<file path="src/rtl/hazard_ctrl.sv">
// Pipeline hazard control: freeze on data-memory wait, flush on a taken branch, one-cycle load-use stall.
// Enables and clears are combinational from the inputs; the statistics and watchdog flag update on the next edge.
module hazard_ctrl #(
   parameter int CNT_W    = 16,
   parameter int MAX_WAIT = 64
) (
   input  logic             clk,
   input  logic             rst_n,
   input  logic [4:0]       id_rs1_addr,
   input  logic [4:0]       id_rs2_addr,
   input  logic             id_rs1_use,
   input  logic             id_rs2_use,
   input  logic [4:0]       ex_rd_addr,
   input  logic             ex_rd_wren,
   input  logic             ex_is_load,
   input  logic             ex_br_taken,
   input  logic             mem_req,
   input  logic             mem_ack,
   input  logic             clr_stat,
   output logic             pc_en,
   output logic             ifid_en,
   output logic             ifid_clr,
   output logic             idex_en,
   output logic             idex_clr,
   output logic             exmem_en,
   output logic             exmem_clr,
   output logic             memwb_en,
   output logic             memwb_clr,
   output logic [CNT_W-1:0] stall_cycles,
   output logic [CNT_W-1:0] flush_count,
   output logic             mem_timeout
);

   typedef enum logic {S_RUN, S_WAIT} state_t;

   localparam int          WW        = $clog2(MAX_WAIT + 1);
   localparam logic [WW-1:0] WAIT_SAT  = WW'(MAX_WAIT);
   localparam logic [WW-1:0] WAIT_LAST = WW'(MAX_WAIT - 1);

   state_t             state_q, state_d;
   logic [WW-1:0]      wait_cnt_q, wait_cnt_d;
   logic [CNT_W-1:0]   stall_q, stall_d;
   logic [CNT_W-1:0]   flush_q, flush_d;
   logic               timeout_q, timeout_d;

   logic freeze, flush, load_use, stall;

   always_comb begin
      load_use = ex_is_load && ex_rd_wren && (ex_rd_addr != 5'd0) &&
                 ((id_rs1_use && (id_rs1_addr == ex_rd_addr)) ||
                  (id_rs2_use && (id_rs2_addr == ex_rd_addr)));
      freeze   = mem_req && !mem_ack;
      flush    = !freeze && ex_br_taken;
      // A flush discards the ID instruction, so its dependency no longer matters.
      stall    = !freeze && !ex_br_taken && load_use;
   end

   always_comb begin
      pc_en     = 1'b1;
      ifid_en   = 1'b1;
      ifid_clr  = 1'b0;
      idex_en   = 1'b1;
      idex_clr  = 1'b0;
      exmem_en  = 1'b1;
      exmem_clr = 1'b0;
      memwb_en  = 1'b1;
      memwb_clr = 1'b0;
      if (freeze) begin
         pc_en     = 1'b0;
         ifid_en   = 1'b0;
         idex_en   = 1'b0;
         exmem_en  = 1'b0;
         memwb_clr = 1'b1;
      end else if (flush) begin
         ifid_clr  = 1'b1;
         idex_clr  = 1'b1;
      end else if (stall) begin
         pc_en     = 1'b0;
         ifid_en   = 1'b0;
         idex_clr  = 1'b1;
      end
   end

   always_comb begin
      state_d    = state_q;
      wait_cnt_d = wait_cnt_q;
      stall_d    = stall_q;
      flush_d    = flush_q;
      timeout_d  = timeout_q;

      case (state_q)
         S_RUN:   if (freeze)  state_d = S_WAIT;
         S_WAIT:  if (!freeze) state_d = S_RUN;
         default: state_d = S_RUN;
      endcase

      if (freeze) begin
         if (wait_cnt_q != WAIT_SAT) wait_cnt_d = wait_cnt_q + WW'(1);
      end else if (state_q == S_WAIT) begin
         wait_cnt_d = '0;
      end

      if (!pc_en && (stall_q != '1)) stall_d = stall_q + CNT_W'(1);
      if (flush && (flush_q != '1))  flush_d = flush_q + CNT_W'(1);
      if (freeze && (wait_cnt_q == WAIT_LAST)) timeout_d = 1'b1;

      // Clearing the statistics wins over any increment in the same cycle.
      if (clr_stat) begin
         stall_d   = '0;
         flush_d   = '0;
         timeout_d = 1'b0;
      end
   end

   always_ff @(posedge clk or negedge rst_n) begin
      if (!rst_n) begin
         state_q    <= S_RUN;
         wait_cnt_q <= '0;
         stall_q    <= '0;
         flush_q    <= '0;
         timeout_q  <= 1'b0;
      end else begin
         state_q    <= state_d;
         wait_cnt_q <= wait_cnt_d;
         stall_q    <= stall_d;
         flush_q    <= flush_d;
         timeout_q  <= timeout_d;
      end
   end

   assign stall_cycles = stall_q;
   assign flush_count  = flush_q;
   assign mem_timeout  = timeout_q;

endmodule

</file>
<file path="config.mk">
export PLATFORM = sky130hd
export DESIGN_NAME = hazard_ctrl
export DESIGN_NICKNAME = d
export VERILOG_FILES = /design/src/rtl/hazard_ctrl.sv
export SDC_FILE = /design/constraint.sdc
export NUM_CORES = 1
export LEC_CHECK = 0
export CELL_PAD_IN_SITES_DETAIL_PLACEMENT = 1
export CELL_PAD_IN_SITES_GLOBAL_PLACEMENT = 1
export CORE_UTILIZATION = 35
export DETAILED_ROUTE_END_ITERATION = 8
export GPL_ROUTABILITY_DRIVEN = 0
export PLACE_DENSITY = 0.81
export SLEW_MARGIN = 5
export SYNTH_ARGS = -nofsm -noshare
export SYNTH_HDL_FRONTEND = slang
export SYNTH_SLANG_ARGS = --single-unit
</file>
<file path="constraint.sdc">
create_clock -name clk -period 2.5 [get_ports clk]
set_input_delay 0.25 -clock clk [delete_from_list [all_inputs] [get_ports clk]]
set_output_delay 0.25 -clock clk [all_outputs]
set_load 0.03 [all_outputs]
</file>
==> impl_metrics.toml <==
[critical_path]
cp-end-kind = "primary output"
arrival_ps = 2050
worstSetupEndpoint = "idex_clr"
cp_data_required_time_ps = 2250
rr_startpoint = "flush_count[0]"
reg2regPathDepth = 7
critPathKind = "in -> out"
cp-startpoint = "ex_rd_addr[2]"
reg2reg_to = "flush_count[11]"
path_max_fanout = 3
reg2reg_setup_slack_ps = 390
startpoint_type = "input port"

[run]
cap_violations = 0

[logic_synthesis]
yosys_warnings = 0
syn-instance-count = 257
ys_seq_area_frac = 0.437
yosys.cell_types.count = 43
syn-cell-area_um2 = 2350
synth_seq_cells = 41
synthesis.nets = 286
postSynthAreaPerCell_um2 = 9.13

[clock_tree]
post_cts.repair.setup_buffers = 0
clockBufferDepth = 2
h-tree-depth = 2
cts_buffers = 5
clock-sinks = 41
cts_hold_buffers = 0
insertion_delay_ps = 290
cts-root-buf = "clkbuf_8"
cts.clk_slew.worst_paths_ps = 80
cts_tree = "built"

[cells_and_area]
nets = 344
syn2layout_area_growth_pct = 32.1
antennaDiodeCount = 0
final_core_util = 0.483
drive_gt1_frac = 0.0571

[min_path]
hold_class = "in -> async"

[timing]
worst_pin_slew_ps = 947
worst_slack_ps = 205
slew_headroom = 0.369
finalClockSkew_ps = 8.40
max_freq_mhz = 436
slew_viol_final = 0
setup_viol = 0
rsz0062_at_grt = "false"
period_share = 0.918
hold_viol = 0
finalCriticalPeriod_ps = 2300

[detailed_routing]
wire_per_inst_um = 16.1
drcViolationCount = 10
routed-via-count = 2163
drtIter0Drc = 81
ant_nets = 0
first_pass_iters = 6
vias_per_cell = 5.52
postRouteWirelength_mm = 6.32

[floorplanning]
initial_core_util = 0.365
fp.dieArea_um2 = 7040
die_h_um = 83.9
ios = 67
fp.coreArea_um2 = 6420
die_w_um = 83.9
rows = 29

[global_routing]
grt_pass1_vias = 2180
grt_util_all_layers = 0.192
grt_pass1_wl_mm = 10.8
grt_max_degree = 42
overflow = 0
antenna_found_initial = 0

[pwr]
p_per_area_nw_per_um2 = 443
leakage_uw = 0.00124
peakVddDrop_mv = 0.225

[place]
place_hpwl_mm = 4.62
port_buffers = 64
pre_cts_ws_ps = -34.1

[outcome]
outcome = "complete, but fails checks"
violations = "design-rule violations"
## area by class of cell
class / count / area (um2)
Clock buffer: 7 / 86.3
Sequential cell: 41 / 1030
Multi-Input combinational cell: 191 / 1200
Inverter: 7 / 26.3
Fill cell: 752 / 3320
Tap cell: 77 / 96.3
Timing Repair Buffer: 69 / 667
## routing by layer
metal | up-vias | GRT usage | share of wire
met5 | - | 0 | 0
met3 | 10 | 0.0415 | 0.033
li1 | 1031 | - | -
met1 | 1080 | 0.239 | 0.44
met4 | 0 | 0.0799 | 0.021
met2 | 42 | 0.322 | 0.51
## where the power goes
group          switching, uW  internal (uW)  total, uW
combinational            119           98.9        218
sequential              26.1            683        709
clock                    226            219        446
total                    371           1000       1370
## cells by family after synthesis
kind of cell / share of synthesized area
AOI/OAI and AO/OA: 0.130
and+or+nand+nor: 0.248
other: 0.00320
muxes: 0.00906
adders and majority gates: 0.0213
DFF: 0.437
buffers and inverters: 0.0538
xor gates and xnor gates: 0.0970
## flip-flops by register name, indices dropped and copies added (netlist names)
| signal | cells |
|---|---|
| flush_count | 16 |
| state_q | 1 |
| wait_cnt_q | 7 |
| mem_timeout | 1 |
| stall_cycles | 16 |
## cell usage in the layout, fill, tap and decap left out, types with 10 or more instances in the layout
cell,netlist,routed
clkdlybuf4s50_1,0,60
dfrtp_1,41,41
nor2_1,28,28
a21oi_1,20,19
xnor2_1,16,16
nand2_1,16,16
nand3_1,14,14
o31ai_1,12,12
or4_1,12,12
xor2_1,10,10
## worst min-delay path by stage
stage / startpoint / to / slack [ps]
finish: rst_n / stall_cycles[7] / 100
detailed placement: rst_n / stall_cycles[6] / 450
global placement: rst_n / stall_cycles[6] / 450
CTS: rst_n / stall_cycles[6] / 130
global route: rst_n / stall_cycles[6] / 150
floorplan: rst_n / flush_count[0] / -50
## critical path, cell delays in order
cell and delay (ps):
clkdlybuf4s50_1 490, xnor2_1 260, nand4_1 130, o22ai_1 260, a21oi_1 110, nor2_1 130, dlygate4sd2_1 410
## cell usage after synthesis (all sizes together)
| master | n | share of area |
|---|---|---|
| nand3b | 1 | 0.0032 |
| o2111ai | 1 | 0.0037 |
| nand4 | 9 | 0.024 |
| conb | 2 | 0.0032 |
| o21bai | 1 | 0.0032 |
| mux2 | 1 | 0.0048 |
| xor2 | 10 | 0.037 |
| or4 | 12 | 0.038 |
| o21ai | 7 | 0.015 |
| nand2b | 2 | 0.0053 |
| ha | 4 | 0.021 |
| or4b | 1 | 0.0043 |
| mux2i | 1 | 0.0043 |
| buf | 9 | 0.028 |
| nor2 | 28 | 0.045 |
| o31a | 2 | 0.0075 |
| clkbuf | 9 | 0.014 |
| and4 | 4 | 0.016 |
| nor4 | 2 | 0.0053 |
| and3 | 9 | 0.024 |
| nor3b | 1 | 0.0032 |
| and2 | 3 | 0.0091 |
| a211oi | 1 | 0.0032 |
| o211a | 1 | 0.0043 |
| nand3 | 14 | 0.030 |
| nor3 | 3 | 0.0064 |
| a31oi | 1 | 0.0027 |
| nand2 | 16 | 0.026 |
| a22o | 1 | 0.0037 |
| inv | 7 | 0.011 |
| xnor2 | 16 | 0.060 |
| o31ai | 12 | 0.038 |
| or3b | 1 | 0.0037 |
| dfrtp | 41 | 0.44 |
| o22ai | 1 | 0.0027 |
| a21oi | 20 | 0.043 |
| or3 | 2 | 0.0053 |
| o21a | 1 | 0.0032 |
## metrics by stage
step | area, um2 | hold WS [ps] | power, uW | instances | setup TNS [ps]
after floorplan | 2350 | -45.6 | 831 | 257 | 0
after global placement | 3020 | 450 | 929 | 385 | 0
after detailed placement | 3020 | 453 | 940 | 385 | -34.1
after CTS | 3100 | 127 | 1390 | 392 | 0
after global routing | 3100 | 151 | 1450 | 392 | 0
final | 3100 | 99.3 | 1370 | 392 | 0
## what timing repair did
item,in CTS,in global routing
resized for setup,1,0
endpoints found under the setup margin,1,0
hold endpoints to repair,0,0
(Power assumes the default switching activity.)
